$ cat src/rtl/snake_multi_move_pkg.sv
// rtl/snake_multi_move_pkg.sv - shared types and helpers for the multi-snake engine
// Provides: dir_t, pos_t, step_t, opposite(), step_pos().
package snake_multi_move_pkg;

  typedef enum logic [1:0] {
    DIR_UP    = 2'd0,
    DIR_RIGHT = 2'd1,
    DIR_DOWN  = 2'd2,
    DIR_LEFT  = 2'd3
  } dir_t;

  // Coordinates are stored at a fixed width so maps up to 255x255 fit;
  // the all-ones cell is never on a legal map and marks "left the map".
  localparam int COORD_W = 8;

  typedef struct packed {
    logic [COORD_W-1:0] x;
    logic [COORD_W-1:0] y;
  } pos_t;

  typedef struct packed {
    pos_t pos;
    logic oob;
  } step_t;

  // Encoding puts opposite directions two apart.
  function automatic dir_t opposite(input dir_t d);
    return dir_t'(d ^ 2'b10);
  endfunction

  function automatic step_t step_pos(input pos_t p, input dir_t d, input int map_w,
                                     input int map_h, input logic wrap);
    step_t r;
    r.pos = p;
    r.oob = 1'b0;
    case (d)
      DIR_RIGHT: begin
        if (p.x == COORD_W'(map_w - 1)) begin
          r.pos.x = '0;
          r.oob   = !wrap;
        end else r.pos.x = p.x + 1'b1;
      end
      DIR_LEFT: begin
        if (p.x == '0) begin
          r.pos.x = COORD_W'(map_w - 1);
          r.oob   = !wrap;
        end else r.pos.x = p.x - 1'b1;
      end
      DIR_DOWN: begin
        if (p.y == COORD_W'(map_h - 1)) begin
          r.pos.y = '0;
          r.oob   = !wrap;
        end else r.pos.y = p.y + 1'b1;
      end
      default: begin
        if (p.y == '0) begin
          r.pos.y = COORD_W'(map_h - 1);
          r.oob   = !wrap;
        end else r.pos.y = p.y - 1'b1;
      end
    endcase
    // An off-map head must never match a body cell or another head.
    if (r.oob) r.pos = '1;
    return r;
  endfunction

endpackage

$ cat src/rtl/snake_multi_move_if.sv
// rtl/snake_multi_move_if.sv - control, status and segment-read bundle of the snake engine
// master: tick, dir, food_x/y, rd_player, rd_idx out; status and read data in.
// slave : the engine side.
interface snake_multi_move_if #(
  parameter int PLAYERS = 2,
  parameter int MAX_LEN = 32,
  parameter int MAP_W   = 32,
  parameter int MAP_H   = 24
);
  localparam int XW = $clog2(MAP_W);
  localparam int YW = $clog2(MAP_H);
  localparam int LW = $clog2(MAX_LEN + 1);
  localparam int MW = $clog2(MAX_LEN);
  localparam int PW = (PLAYERS > 1) ? $clog2(PLAYERS) : 1;

  logic                                      tick;
  snake_multi_move_pkg::dir_t [PLAYERS-1:0]  dir;
  logic [XW-1:0]                             food_x;
  logic [YW-1:0]                             food_y;
  logic                                      busy;
  logic                                      done;
  logic                                      overrun;
  logic [PLAYERS-1:0]                        alive;
  logic [PLAYERS-1:0]                        ate;
  logic [PLAYERS-1:0][LW-1:0]                len;
  logic [PW-1:0]                             rd_player;
  logic [MW-1:0]                             rd_idx;
  logic [XW-1:0]                             rd_x;
  logic [YW-1:0]                             rd_y;
  logic                                      rd_valid;

  modport master (
    output tick, dir, food_x, food_y, rd_player, rd_idx,
    input  busy, done, overrun, alive, ate, len, rd_x, rd_y, rd_valid
  );

  modport slave (
    input  tick, dir, food_x, food_y, rd_player, rd_idx,
    output busy, done, overrun, alive, ate, len, rd_x, rd_y, rd_valid
  );
endinterface

$ cat src/rtl/snake_body_ram.sv
// rtl/snake_body_ram.sv - circular segment buffer for one snake
// Ports: clk, rst (async active-low); rd_idx -> rd_pos (registered);
// sc_idx -> sc_pos (combinational scan read); head_pos; push/push_pos prepend a head.
module snake_body_ram
  import snake_multi_move_pkg::*;
#(
  parameter int MAX_LEN  = 32,
  parameter int INIT_LEN = 3,
  parameter int Y0       = 8,
  localparam int MW      = $clog2(MAX_LEN)
) (
  input  logic          clk,
  input  logic          rst,
  input  logic [MW-1:0] rd_idx,
  output pos_t          rd_pos,
  input  logic [MW-1:0] sc_idx,
  output pos_t          sc_pos,
  output pos_t          head_pos,
  input  logic          push,
  input  pos_t          push_pos
);
  pos_t          mem_q [MAX_LEN];
  logic [MW-1:0] ptr_q, ptr_d;
  pos_t          rd_pos_q;

  // Segment i lives at ptr+i; a new head goes one slot before the old head,
  // so the oldest segment is overwritten only once the buffer is full.
  always_comb begin
    ptr_d = ptr_q;
    if (push) ptr_d = ptr_q - 1'b1;
  end

  always_ff @(posedge clk or negedge rst) begin
    if (!rst) begin
      ptr_q    <= '0;
      rd_pos_q <= '0;
      for (int i = 0; i < MAX_LEN; i++) begin
        mem_q[i].x <= (i < INIT_LEN) ? COORD_W'(INIT_LEN - 1 - i) : COORD_W'(0);
        mem_q[i].y <= COORD_W'(Y0);
      end
    end else begin
      ptr_q    <= ptr_d;
      rd_pos_q <= mem_q[ptr_q + rd_idx];
      if (push) mem_q[ptr_d] <= push_pos;
    end
  end

  assign rd_pos   = rd_pos_q;
  assign sc_pos   = mem_q[ptr_q + sc_idx];
  assign head_pos = mem_q[ptr_q];
endmodule

$ cat src/rtl/snake_multi_move.sv
// rtl/snake_multi_move.sv - N-player snake move engine with collision resolution
// Ports: clk, rst (async active-low), bus (snake_multi_move_if.slave):
// tick/dir/food in; busy/done/overrun/alive/ate/len out; registered segment read port.
module snake_multi_move
  import snake_multi_move_pkg::*;
#(
  parameter int PLAYERS  = 2,
  parameter int MAX_LEN  = 32,
  parameter int MAP_W    = 32,
  parameter int MAP_H    = 24,
  parameter int INIT_LEN = 3,
  parameter int WRAP     = 1
) (
  input logic               clk,
  input logic               rst,
  snake_multi_move_if.slave bus
);
  localparam int XW = $clog2(MAP_W);
  localparam int YW = $clog2(MAP_H);
  localparam int LW = $clog2(MAX_LEN + 1);
  localparam int MW = $clog2(MAX_LEN);
  localparam int PW = (PLAYERS > 1) ? $clog2(PLAYERS) : 1;

  typedef enum logic [1:0] {S_IDLE, S_HEAD, S_SCAN, S_COMMIT} state_t;

  state_t                     st_q, st_d;
  logic [PW-1:0]              hp_q, hp_d, sp_q, sp_d;
  logic [MW-1:0]              si_q, si_d;
  dir_t [PLAYERS-1:0]         cur_dir_q, cur_dir_d;
  logic [PLAYERS-1:0]         alive_q, alive_d, pend_q, pend_d;
  logic [PLAYERS-1:0]         dying_q, dying_d, grow_q, grow_d;
  pos_t [PLAYERS-1:0]         nh_q, nh_d;
  logic [PLAYERS-1:0][LW-1:0] len_q, len_d;
  logic                       overrun_q, overrun_d;
  logic [PW-1:0]              rd_player_q, rd_player_d;
  logic                       rd_valid_q, rd_valid_d;

  pos_t [PLAYERS-1:0] head_pos, sc_pos, rd_pos_p;
  logic [PLAYERS-1:0] push, headon, kill;
  pos_t               food, rd_pos;
  dir_t               req;
  step_t              step;
  logic               scan_hit;

  for (genvar p = 0; p < PLAYERS; p++) begin : g_body
    snake_body_ram #(
      .MAX_LEN (MAX_LEN),
      .INIT_LEN(INIT_LEN),
      .Y0      ((p + 1) * MAP_H / (PLAYERS + 1))
    ) u_body (
      .clk     (clk),
      .rst     (rst),
      .rd_idx  (bus.rd_idx),
      .rd_pos  (rd_pos_p[p]),
      .sc_idx  (si_q),
      .sc_pos  (sc_pos[p]),
      .head_pos(head_pos[p]),
      .push    (push[p]),
      .push_pos(nh_q[p])
    );
  end

  assign food = '{x: COORD_W'(bus.food_x), y: COORD_W'(bus.food_y)};

  // Head-on: any two pending heads on one cell kill both owners.
  always_comb begin
    headon = '0;
    for (int a = 0; a < PLAYERS; a++)
      for (int b = 0; b < PLAYERS; b++)
        if (a != b && pend_q[a] && pend_q[b] && nh_q[a] == nh_q[b]) headon[a] = 1'b1;
    kill = dying_q | headon;
    push = (st_q == S_COMMIT) ? (pend_q & ~kill) : '0;
  end

  always_comb begin
    st_d = st_q;  hp_d = hp_q;  sp_d = sp_q;  si_d = si_q;
    cur_dir_d = cur_dir_q;  alive_d = alive_q;  pend_d = pend_q;
    dying_d = dying_q;  grow_d = grow_q;  nh_d = nh_q;  len_d = len_q;
    overrun_d = overrun_q;
    req = DIR_RIGHT;  step = '0;  scan_hit = 1'b0;

    if (bus.tick && st_q != S_IDLE) overrun_d = 1'b1;

    case (st_q)
      S_IDLE: begin
        if (bus.tick) begin
          st_d = S_HEAD;  hp_d = '0;
          pend_d = '0;  dying_d = '0;  grow_d = '0;
        end
      end
      S_HEAD: begin
        if (alive_q[hp_q]) begin
          req = bus.dir[hp_q];
          if (req == opposite(cur_dir_q[hp_q])) req = cur_dir_q[hp_q];
          cur_dir_d[hp_q] = req;
          step            = step_pos(head_pos[hp_q], req, MAP_W, MAP_H, WRAP != 0);
          nh_d[hp_q]      = step.pos;
          pend_d[hp_q]    = 1'b1;
          dying_d[hp_q]   = step.oob;
          grow_d[hp_q]    = (step.pos == food);
        end
        if (hp_q == PW'(PLAYERS - 1)) begin
          st_d = S_SCAN;  sp_d = '0;  si_d = '0;
        end else hp_d = hp_q + 1'b1;
      end
      S_SCAN: begin
        // Dead players or exhausted bodies cost one idle cycle and move on.
        scan_hit = alive_q[sp_q] && (LW'(si_q) < len_q[sp_q]);
        if (scan_hit)
          for (int q = 0; q < PLAYERS; q++)
            if (pend_q[q] && nh_q[q] == sc_pos[sp_q]) dying_d[q] = 1'b1;
        if (!scan_hit || LW'(si_q) == len_q[sp_q] - LW'(1)) begin
          si_d = '0;
          if (sp_q == PW'(PLAYERS - 1)) st_d = S_COMMIT;
          else sp_d = sp_q + 1'b1;
        end else si_d = si_q + 1'b1;
      end
      default: begin
        for (int p = 0; p < PLAYERS; p++)
          if (pend_q[p]) begin
            if (kill[p]) alive_d[p] = 1'b0;
            else if (grow_q[p] && len_q[p] != LW'(MAX_LEN)) len_d[p] = len_q[p] + 1'b1;
          end
        st_d = S_IDLE;
      end
    endcase
  end

  always_comb begin
    rd_player_d = bus.rd_player;
    rd_valid_d  = 1'b0;
    if (int'(bus.rd_player) < PLAYERS)
      rd_valid_d = alive_q[bus.rd_player] && (LW'(bus.rd_idx) < len_q[bus.rd_player]);
  end

  always_ff @(posedge clk or negedge rst) begin
    if (!rst) begin
      st_q <= S_IDLE;  hp_q <= '0;  sp_q <= '0;  si_q <= '0;
      for (int p = 0; p < PLAYERS; p++) begin
        cur_dir_q[p] <= DIR_RIGHT;
        len_q[p]     <= LW'(INIT_LEN);
      end
      alive_q <= '1;  pend_q <= '0;  dying_q <= '0;  grow_q <= '0;  nh_q <= '0;
      overrun_q <= 1'b0;  rd_player_q <= '0;  rd_valid_q <= 1'b0;
    end else begin
      st_q <= st_d;  hp_q <= hp_d;  sp_q <= sp_d;  si_q <= si_d;
      cur_dir_q <= cur_dir_d;  len_q <= len_d;
      alive_q <= alive_d;  pend_q <= pend_d;  dying_q <= dying_d;  grow_q <= grow_d;
      nh_q <= nh_d;  overrun_q <= overrun_d;
      rd_player_q <= rd_player_d;  rd_valid_q <= rd_valid_d;
    end
  end

  assign rd_pos = rd_pos_p[rd_player_q];

  logic unused_rd_bits;
  assign unused_rd_bits = ^rd_pos;

  assign bus.busy     = (st_q != S_IDLE);
  assign bus.done     = (st_q == S_COMMIT);
  assign bus.ate      = (st_q == S_COMMIT) ? (pend_q & ~kill & grow_q) : '0;
  assign bus.overrun  = overrun_q;
  assign bus.alive    = alive_q;
  assign bus.len      = len_q;
  assign bus.rd_x     = rd_pos.x[XW-1:0];
  assign bus.rd_y     = rd_pos.y[YW-1:0];
  assign bus.rd_valid = rd_valid_q;
endmodule

$ cat src/flat_wrapper.sv
// flat-port wrapper written by rule: the top's interface ports become plain ports
module snake_multi_move_flat import snake_multi_move_pkg::*;
#(
  parameter int PLAYERS  = 2,
  parameter int MAX_LEN  = 32,
  parameter int MAP_W    = 32,
  parameter int MAP_H    = 24,
  parameter int INIT_LEN = 3,
  parameter int WRAP     = 1
)
  (clk, rst, bus_tick, bus_dir, bus_food_x, bus_food_y, bus_rd_player, bus_rd_idx, bus_busy, bus_done, bus_overrun, bus_alive, bus_ate, bus_len, bus_rd_x, bus_rd_y, bus_rd_valid);
  snake_multi_move_if #(.PLAYERS(PLAYERS), .MAX_LEN(MAX_LEN), .MAP_W(MAP_W), .MAP_H(MAP_H)) bus_i ();
  input logic clk;
  input logic rst;
  input wire logic [$bits(bus_i.tick)-1:0] bus_tick;
  input wire logic [$bits(bus_i.dir)-1:0] bus_dir;
  input wire logic [$bits(bus_i.food_x)-1:0] bus_food_x;
  input wire logic [$bits(bus_i.food_y)-1:0] bus_food_y;
  input wire logic [$bits(bus_i.rd_player)-1:0] bus_rd_player;
  input wire logic [$bits(bus_i.rd_idx)-1:0] bus_rd_idx;
  output wire logic [$bits(bus_i.busy)-1:0] bus_busy;
  output wire logic [$bits(bus_i.done)-1:0] bus_done;
  output wire logic [$bits(bus_i.overrun)-1:0] bus_overrun;
  output wire logic [$bits(bus_i.alive)-1:0] bus_alive;
  output wire logic [$bits(bus_i.ate)-1:0] bus_ate;
  output wire logic [$bits(bus_i.len)-1:0] bus_len;
  output wire logic [$bits(bus_i.rd_x)-1:0] bus_rd_x;
  output wire logic [$bits(bus_i.rd_y)-1:0] bus_rd_y;
  output wire logic [$bits(bus_i.rd_valid)-1:0] bus_rd_valid;
  assign bus_i.tick = bus_tick;
  assign bus_i.dir = bus_dir;
  assign bus_i.food_x = bus_food_x;
  assign bus_i.food_y = bus_food_y;
  assign bus_i.rd_player = bus_rd_player;
  assign bus_i.rd_idx = bus_rd_idx;
  assign bus_busy = bus_i.busy;
  assign bus_done = bus_i.done;
  assign bus_overrun = bus_i.overrun;
  assign bus_alive = bus_i.alive;
  assign bus_ate = bus_i.ate;
  assign bus_len = bus_i.len;
  assign bus_rd_x = bus_i.rd_x;
  assign bus_rd_y = bus_i.rd_y;
  assign bus_rd_valid = bus_i.rd_valid;
  snake_multi_move #(.PLAYERS(PLAYERS), .MAX_LEN(MAX_LEN), .MAP_W(MAP_W), .MAP_H(MAP_H), .INIT_LEN(INIT_LEN), .WRAP(WRAP)) u_core (.clk(clk), .rst(rst), .bus(bus_i));
endmodule
$ cat config.mk
export PLATFORM = sky130hd
export DESIGN_NAME = snake_multi_move_flat
export DESIGN_NICKNAME = d
export VERILOG_FILES = /design/src/rtl/snake_multi_move_pkg.sv /design/src/rtl/snake_multi_move_if.sv /design/src/rtl/snake_body_ram.sv /design/src/rtl/snake_multi_move.sv /design/src/flat_wrapper.sv
export SDC_FILE = /design/constraint.sdc
export NUM_CORES = 2
export LEC_CHECK = 0
export ABC_CLOCK_PERIOD_IN_PS = 6510
export CAP_MARGIN = 5
export CORE_UTILIZATION = 50
export CTS_BUF_LIST = sky130_fd_sc_hd__clkbuf_4
export CTS_CLUSTER_DIAMETER = 100
export DETAILED_ROUTE_END_ITERATION = 16
export PLACE_DENSITY = 0.69
export SYNTH_ARGS = -nofsm -noshare
export SYNTH_HDL_FRONTEND = slang
export SYNTH_HIERARCHICAL = 1
export SYNTH_SLANG_ARGS = --single-unit
export TNS_END_PERCENT = 100
$ cat constraint.sdc
create_clock -name clk -period 6.51 [get_ports clk]
set_input_delay 1.302 -clock clk [delete_from_list [all_inputs] [get_ports clk]]
set_output_delay 1.302 -clock clk [all_outputs]
set_load 0.005 [all_outputs]
==> results.cfg <==
[outcome]
run_status = finished, final reports clean

[power_and_ir_drop]
p_total_mw = 30.2
leakage_nw = 34.8
cellPowerDensity_nw_per_um2 = 388
peakVddDrop_mv = 0.323

[routing]
via_count = 54700
wl_um = 236000
drt_iter0_markers = 5737
avgViaCountPerCell = 6.79
drt_pass1_iterations = 8
wl_per_cell_um = 29.3
ant_nets = 0
drc = 0

[clock_tree]
cts_root_buf = clkbuf_4
hold_buffers = 0
cts_resized = 0
postCtsSetupRepairBufs = 0
numCtsBuffers = 319
cts_buffer_depth = 4
clk_pin_slew_ns = 0.07
clock_latency_ns = 1.33
cts.htree.levels = 5
clock_sinks = 1122
cts_tree = done

[sta]
tightestPinTransition_ns = 1.33
fmax_mhz = 166
hold_viol = 0
holdWs_ns = 0.0663
slew_violations = 0
fin_ws_ns = 0.488
clock_skew_ns = 0.108
rsz0062_at_grt = false
fin_tns_setup_ns = 0
slew_headroom = 0.111
timing.final.crit_period_ns = 6.02
setup_viol = 0
post-route-period-util = 0.925

[global_route]
track_usage = 0.328
grt_pass1_vias = 54000
antenna_found_initial = 5
grt_max_degree = 167
grt_overflow = 0
grt_pass1_wl_um = 352000

[setup_path]
r2r-start = u_core/g_body[1].u_body/ptr_q[0]
cp_slowest_cell = fa_4
cp.required_ns = 7.63
cp_top_family = adder cells
r2r_cells = 19
worst_setup_path_start_kind = flop
crit_path_start = u_core/g_body[1].u_body/ptr_q[0]
worst-path-stages = 19
criticalPathCategory = reg2reg
worstSetupEndpointType = flop
path_cells = ha_4 -> inv_1 -> fa_4 -> buf_12 -> buf_4 -> buf_4 -> nor2b_1 -> a2111oi_0 -> nor4_1 -> mux2i_1 -> mux2i_1 -> mux2i_1 -> xor2_1 -> nand4_1 -> nor4_1 -> buf_4 -> nor2_1 -> a31oi_1 -> o211ai_1
cpPeakStageDelay_ns = 1.21
critPathBufInv = 5
crit_arrival_ns = 7.15
cp_max_fo = 55

[synth]
synthesis.area_um2 = 71200
synth.net_count = 6093
syn_inst = 6025
avgSynthCellArea_um2 = 11.8
ys_warn_count = 6

[floorplanning]
design.core.area_um2 = 141000
initial_utilization = 0.503
die_area_um2 = 144000
die_h_um = 379
rows = 138
die_x_um = 379
io_pins = 53

[finish]
area_growth_pct = 9.32
drive_gt1_frac = 0.373
finalNetCount = 6019
fin_util = 0.550
layout_commonest_cell = dfrtp_1
final_cell_mix = dfrtp_1, mux2_2, mux2i_1
final_cell_area_um2 = 77800
layoutNonFillerInstCount = 8054

[min_path]
hp-class = in2async

[placement]
gp_congestion = 0.932
place_ws_ns = 0.546
dp.cells = 7520
placed_cell_area_um2 = 74000
io_buffers = 52
hpwl_um = 147000

[run]
cap_violations = 0
==> sequential cells by signal, summed over array words and instances, names as in the netlist <==
register,flops
u_core/nh_q,32
u_core/pend_q,2
u_core/bus.overrun,1
u_core/bus.alive,2
u_core/hp_q,1
u_core/grow_q,2
u_core/bus.len,12
u_core/g_body.u_body/rd_pos,20
u_core/cur_dir_q,4
u_core/bus.rd_valid,1
u_core/rd_player_q,1
u_core/g_body.u_body/ptr_q,10
u_core/g_body.u_body/mem_q,1024
u_core/sp_q,1
u_core/si_q,5
u_core/dying_q,2
u_core/st_q,2
==> path summary, 6_finish.rpt <==
check,end,slack (ns)
max,u_core/dying_q[1],0.49
min,u_core/g_body[1].u_body/mem_q[331],0.07
max reg2reg,u_core/dying_q[1],0.49
max in group asynchronous,u_core/g_body[0].u_body/mem_q[2],4.95
min reg2reg,u_core/bus.overrun,0.48
min in group clk,u_core/bus.overrun,0.48
==> worst register-to-register path: cells and delay by family, from the launching register on <==
kind	cells	cell delay, ns
AOI/OAI and AO/OA	3	0.72
xor gates and xnor gates	1	0.21
adders and majority gates	2	1.44
buffers and inverters	5	1.00
DFF	1	0.83
muxes	3	1.06
and+or+nand+nor	5	0.65
==> power breakdown <==
part / internal (mW) / switching (mW)
logic: 5.72 / 9.75
registers: 7.52 / 0.779
clock network: 3.34 / 3.08
==> layer usage <==
metal  global-route usage  up-vias  share of wire
li1                     -    23000              -
met1                0.415    27800           0.38
met2                0.496     3061           0.45
met3               0.0817      892          0.096
met4                0.223        0          0.073
met5                    0        -              0
==> area by class of cell <==
class                   count  area (µm²)
diodes                     10        25.0
inverters                  37         148
flip-flops and latches   1122       28200
multi-input cells        4174       40300
well taps                1890        2360
repair buffers            297        2940
clock inverters            76         429
clock buffers             448        3360
fillers                 11900       63600
Note: power is estimated with default switching activity, not from simulation.
